--- src/rtl/router_pkt_receiver.sv ---
// Router output-port packet receiver.
// Drains one FIFO port, strips header/parity, streams payload bytes.
module router_pkt_receiver #(
  parameter logic [1:0] PORT_ADDR = 2'd1,
  parameter int         TIMEOUT   = 30
) (
  input  logic       clock,
  input  logic       reset,
  input  logic       vld_out,
  input  logic [7:0] data_out,
  output logic       read_enb,
  input  logic       sink_ready,
  output logic       byte_valid,
  output logic [7:0] byte_data,
  output logic       pkt_done,
  output logic [5:0] pkt_len,
  output logic       parity_err,
  output logic       addr_err,
  output logic       timeout_err,
  output logic [7:0] pkt_count,
  output logic [7:0] err_count
);

  typedef enum logic [2:0] {
    IDLE, HEADER, PAYLOAD, PARITY, DONE
  } state_t;

  localparam int TW = $clog2(TIMEOUT + 1);

  state_t state, state_n;

  logic [5:0]    len_q;
  logic [1:0]    addr_q;
  logic [6:0]    issued;
  logic [5:0]    captured;
  logic          pending;
  logic [7:0]    xor_q;
  logic [TW-1:0] tcnt;

  logic busy;
  logic more_reads;
  logic stall_cyc;
  logic any_err;

  assign busy = (state == HEADER) ||
                (state == PAYLOAD) ||
                (state == PARITY);

  // header read excluded: len payload reads plus one parity read
  assign more_reads = issued < ({1'b0, len_q} + 7'd1);

  // a sink stall with data waiting does not count as idle
  assign stall_cyc = busy && !pending && !vld_out;

  assign any_err = (xor_q != data_out) ||
                   (addr_q != PORT_ADDR);

  // next state, read request and strobes
  always_comb begin
    state_n     = state;
    read_enb    = 1'b0;
    byte_valid  = 1'b0;
    pkt_done    = 1'b0;
    timeout_err = 1'b0;
    unique case (state)
      IDLE: begin
        read_enb = vld_out && sink_ready;
        if (read_enb)
          state_n = HEADER;
      end
      HEADER: begin
        if (data_out[7:2] == 6'd0)
          state_n = PARITY;
        else
          state_n = PAYLOAD;
      end
      PAYLOAD: begin
        read_enb = vld_out && sink_ready && more_reads;
        if (pending) begin
          byte_valid = 1'b1;
          if (captured == len_q - 6'd1)
            state_n = PARITY;
        end
      end
      PARITY: begin
        read_enb = vld_out && sink_ready && more_reads;
        if (pending)
          state_n = DONE;
      end
      DONE: begin
        pkt_done = 1'b1;
        state_n  = IDLE;
      end
      default: state_n = IDLE;
    endcase
    if (stall_cyc && tcnt == TW'(TIMEOUT - 1)) begin
      timeout_err = 1'b1;
      state_n     = IDLE;
    end
  end

  assign byte_data = byte_valid ? data_out : 8'h00;

  // state, packet bookkeeping and result registers
  always_ff @(posedge clock) begin
    if (reset) begin
      state      <= IDLE;
      len_q      <= '0;
      addr_q     <= '0;
      issued     <= '0;
      captured   <= '0;
      pending    <= 1'b0;
      xor_q      <= '0;
      tcnt       <= '0;
      pkt_len    <= '0;
      parity_err <= 1'b0;
      addr_err   <= 1'b0;
      pkt_count  <= '0;
      err_count  <= '0;
    end else begin
      state   <= state_n;
      pending <= read_enb;
      if (!busy || pending || read_enb || timeout_err)
        tcnt <= '0;
      else if (stall_cyc)
        tcnt <= tcnt + TW'(1);
      unique case (state)
        IDLE: xor_q <= '0;
        HEADER: begin
          len_q    <= data_out[7:2];
          addr_q   <= data_out[1:0];
          xor_q    <= data_out;
          issued   <= '0;
          captured <= '0;
        end
        PAYLOAD: begin
          if (read_enb)
            issued <= issued + 7'd1;
          if (pending) begin
            xor_q    <= xor_q ^ data_out;
            captured <= captured + 6'd1;
          end
        end
        PARITY: begin
          if (read_enb)
            issued <= issued + 7'd1;
          if (pending) begin
            pkt_len    <= len_q;
            parity_err <= xor_q != data_out;
            addr_err   <= addr_q != PORT_ADDR;
            pkt_count  <= pkt_count + 8'd1;
            if (any_err && err_count != 8'hff)
              err_count <= err_count + 8'd1;
          end
        end
        default: ;
      endcase
      if (timeout_err && err_count != 8'hff)
        err_count <= err_count + 8'd1;
    end
  end

endmodule
--- config.mk ---
export PLATFORM = sky130hd
export DESIGN_NAME = router_pkt_receiver
export DESIGN_NICKNAME = d
export VERILOG_FILES = /design/src/rtl/router_pkt_receiver.sv
export SDC_FILE = /design/constraint.sdc
export NUM_CORES = 1
export LEC_CHECK = 0
export ABC_CLOCK_PERIOD_IN_PS = 2760
export CORE_MARGIN = 4
export CORE_UTILIZATION = 30
export DETAILED_ROUTE_END_ITERATION = 16
export RECOVER_POWER = 25
export SYNTH_ARGS = -nofsm -noshare
export SYNTH_HDL_FRONTEND = slang
export SYNTH_SLANG_ARGS = --single-unit
--- constraint.sdc ---
create_clock -name clock -period 2.76 [get_ports clock]
set_input_delay 0.414 -clock clock [delete_from_list [all_inputs] [get_ports clock]]
set_output_delay 0.414 -clock clock [all_outputs]
set_load 0.05 [all_outputs]
==> results by group <==
Status
  • Outcome: finished, final reports clean

CTS
  • Deepest clock path buffer count: 2
  • Worst-Skew Late Latency: 0.35 ns
  • Clock tree from TritonCTS: done
  • Library cell used as clock root buffer: sky130_fd_sc_hd__clkbuf_8
  • Count of hold-fix buffers inserted at cts: 0
  • Num Clock Sinks: 62
  • Clock-pin transition on the worst setup and hold timing paths: 0.07 ns
  • Inserted Clock Buffers: 9
  • H-Tree Level Count: 3

Route
  • Vias: 3,086
  • Router iterations before antenna repair: 4
  • DRC violation count after routing: 0
  • Drt via density: 4.985
  • Final antenna-violating net count: 0
  • Average wire length per cell after detail routing: 14.34 um
  • Violation count after the first detailed-route iteration: 171
  • Post-detailed-routing wire length: 8.876 mm

Pwr
  • Leakage: 0.001648 uW
  • Net switching power: 1101 uW
  • Relative contribution of sequential cells to total power: 0.353
  • Combinational share of power: 0.342
  • Power Dens Cells: 683.9 mW/mm2
  • Fraction of power consumed by the clock network: 0.305
  • Internal power consumption: 1945 uW
  • Switching power share of the total: 0.3615
  • Worst supply voltage drop on vdd: 0.2992 mV

Yosys
  • Post-synth cell types: 45
  • Most repeated cell in the gate-level netlist after synthesis: sky130_fd_sc_hd__dfxtp_1
  • Count of flip-flops with a built-in enable after synthesis: 0
  • Yosys warning total: 0
  • Predominant post-synthesis flop cell: sky130_fd_sc_hd__dfxtp_1
  • Fraction of registers with async set or reset after synthesis: 0
  • Sequential cell area fraction in the yosys report: 0.3753
  • Area share of the largest cell type after synthesis: 0.3753
  • Post-Syn Instances: 413
  • Largest cells by area after synthesis: sky130_fd_sc_hd__dfxtp_1, sky130_fd_sc_hd__a21oi_1, sky130_fd_sc_hd__nand2_1, sky130_fd_sc_hd__ha_1, sky130_fd_sc_hd__xnor2_1
  • Post-Synthesis Cell Area: 0.003307 mm2
  • Synth top cells by count: sky130_fd_sc_hd__dfxtp_1, sky130_fd_sc_hd__nand2_1, sky130_fd_sc_hd__a21oi_1
  • Area leader, netlist: sky130_fd_sc_hd__dfxtp_1
  • Synthesized netlist net count: 439
  • Post-Syn Area per Cell: 8.007 um2
  • Number of synthesized register bits: 62

Place
  • HPWL reported at the end of detailed placement: 6.366 mm
  • Weighted congestion reported at the end of routability-driven placement: 0.7975
  • Placed cell count: 600
  • Port Buf Inserts: 47
  • Setup slack after placement: 0.1412 ns

Min path
  • Hold_sp: addr_q[1]$_SDFFE_PP0P_
  • Min-Delay Endpoint: addr_q[1]$_SDFFE_PP0P_
  • Instance count along the most critical hold path: 2
  • Type of the tightest min-delay check: reg2reg

Timing
  • Total count of max-transition violations in the final report: 0
  • Max_slew headroom: 0.6060
  • Max Freq: 370.7 MHz
  • Hold violation count in the final report: 0
  • RSZ-0062 raised after global routing: true
  • Worst hold margin: 0.4550 ns
  • Clock Skew: 0.006615 ns
  • Fin crit share: 0.9775
  • Worst Slack Setup Final: 0.06221 ns
  • Final setup fails: 0
  • Setup tns final: 0 ns
  • Final Critical Period: 2.698 ns
  • Slew at the pin with the worst max-slew slack: 0.5875 ns

Finish
  • Area used by multi-input combinational logic: 0.002007 mm2
  • Layout overhead on the synthesized area: 34.70%
  • Filler cell count in the final layout: 1,081
  • Post-layout instance count excluding filler cells: 619
  • Final-stage net count: 500
  • Fraction of layout instances using a drive strength above 1: 0.1315
  • Area taken by flip-flops and latches: 0.001254 mm2
  • Count of antenna diodes in the layout: 0

Floorplan
  • IO Pins: 48
  • Area enclosed by the die boundary: 0.01277 mm2
  • Die Y: 113.0 um
  • Effective utilization at floorplan: 0.3064
  • Floorplan row count: 38
  • Die extent in x: 113.0 um
  • Core Box Area: 0.01079 mm2

Critical path
  • Worst Path Class, Setup: reg2out
  • Arrival time reported for the critical path endpoint: 2.28 ns
  • Number of cell instances on the worst register-to-register path: 10
  • Endpoint of the worst-slack reg-to-reg timing path: issued[5]$_SDFFE_PP0P_
  • Worst setup SP type: flop
  • Critical Path End Type: output port
  • Reg2reg start: len_q[1]$_SDFFE_PP0P_
  • Required arrival time at the worst endpoint: 2.35 ns
  • Register-to-register setup slack: 0.26 ns
  • Highest net fanout along the worst path: 6

Global routing
  • Number of antenna violations at the first check in global routing: 0
  • Global routing usage summed across all routing layers: 0.1425
  • Global-route met1 utilization: 0.1784
  • Via count of the first global-routing pass: 3,096
  • Global routing's busiest layer: met2
  • Global-route met3 utilization: 0.04759
  • Maximum number of pins on one net before global-route repair: 49
  • Wire length of the first global-routing pass: 14.63 mm
  • Met2 Resource Use GR: 0.2299
  • Overall overflow remaining after global route: 0

Flow run
  • Max Cap Viol: 0
[final cells by class]
type,count,share of cell area
Clock buffer,10,0.03090
Clock inverter,6,0.02079
Inverter,6,0.005056
Multi-Input combinational cell,324,0.4506
Sequential cell,62,0.2815
Tap cell,140,0.03933
Timing Repair Buffer,71,0.1719
[sequential cells by signal, indices dropped and copies added, names as in the netlist]
register	count
xor_q	8
pkt_len	6
addr_q	2
addr_err	1
issued	7
captured	6
state	3
len_q	6
parity_err	1
err_count	8
pkt_count	8
pending	1
tcnt	5
[power groups by stage]
stage               registers [uW]  logic, uW  clock network (uW)
detailed placement            1090       1010                   0
finish                        1080       1040                 928
global placement              1080        989                   0
CTS                           1070       1020                 959
global route                  1090       1160                 993
floorplan                     1060        708                   0
[kinds of logic (layout without fill, tap and decap cells)]
family / after synthesis / after routing / synth area share
flip-flops: 62 / 62 / 0.3753
AND/OR/NAND/NOR: 183 / 183 / 0.2773
adder cells (fa/ha/maj): 14 / 14 / 0.05297
buffers and inverters: 27 / 93 / 0.03140
multiplexers: 2 / 2 / 0.006432
AO/OA/AOI/OAI: 89 / 89 / 0.1612
XOR/XNOR: 36 / 36 / 0.09535
[layer usage]
layer	vias to the layer above	wire (um)
li1	1575	-
met5	-	0
met1	1452	4268
met3	8	298
met4	0	117
met2	51	4191
[per-stage QoR]
step                        util  cell area [um2]  power [uW]
after floorplan                -             3313        1770
after global placement    0.3852             4158        2071
after detailed placement  0.3852             4158        2097
after CTS                 0.4085             4409        3048
after global routing      0.4127             4454        3240
final                     0.4127             4454        3046
[critical path, cell delays in order, from the launching register on]
cell and delay (ns):
sky130_fd_sc_hd__dfxtp_4 0.39, sky130_fd_sc_hd__ha_4 0.15, sky130_fd_sc_hd__nand3_1 0.09, sky130_fd_sc_hd__xor2_1 0.15
sky130_fd_sc_hd__ha_1 0.32, sky130_fd_sc_hd__a21oi_2 0.16, sky130_fd_sc_hd__o2111ai_2 0.18, sky130_fd_sc_hd__o22ai_2 0.31
sky130_fd_sc_hd__buf_12 0.18
[worst max-delay path by stage]
stage	startpoint	endpoint	slack, ns	cells after the start
floorplan	len_q[2]$_SDFFE_PP0P_	tcnt[1]$_SDFFE_PP0P_	0.09	10
global placement	len_q[3]$_SDFFE_PP0P_	tcnt[1]$_SDFFE_PP0P_	0.25	9
detailed placement	len_q[1]$_SDFFE_PP0P_	tcnt[1]$_SDFFE_PP0P_	0.14	9
CTS	len_q[0]$_SDFFE_PP0P_	read_enb	0.02	8
global route	len_q[0]$_SDFFE_PP0P_	read_enb	-0.05	8
finish	len_q[1]$_SDFFE_PP0P_	read_enb	0.06	8
[cells in the final DEF (no fill, tap or decap), types with 4 or more instances in the layout]
master	count
sky130_fd_sc_hd__nor2_1	38
sky130_fd_sc_hd__dfxtp_1	58
sky130_fd_sc_hd__nand2b_1	6
sky130_fd_sc_hd__ha_1	12
sky130_fd_sc_hd__nor2b_1	4
sky130_fd_sc_hd__o21ba_1	5
sky130_fd_sc_hd__a21oi_1	38
sky130_fd_sc_hd__o21ai_1	9
sky130_fd_sc_hd__clkdlybuf4s50_1	36
sky130_fd_sc_hd__nand3_1	27
sky130_fd_sc_hd__nor4_1	7
sky130_fd_sc_hd__xnor2_1	18
sky130_fd_sc_hd__buf_4	19
sky130_fd_sc_hd__inv_1	6
sky130_fd_sc_hd__o31a_1	5
sky130_fd_sc_hd__clkbuf_8	10
sky130_fd_sc_hd__xor2_1	18
sky130_fd_sc_hd__or3_1	8
sky130_fd_sc_hd__nand4_1	8
sky130_fd_sc_hd__and3_1	15
sky130_fd_sc_hd__o21ai_0	17
sky130_fd_sc_hd__nand2_1	47
sky130_fd_sc_hd__buf_12	12
sky130_fd_sc_hd__nor3_1	11
[repair_timing]
| action | in CTS | in global routing |
|---|---|---|
| buffers inserted | 0 | 3 |
| gates resized for setup | 8 | 6 |
| pin swaps | 2 | 5 |
| setup endpoints to repair | 1 | 1 |
Note: power is estimated with default switching activity, not from simulation.
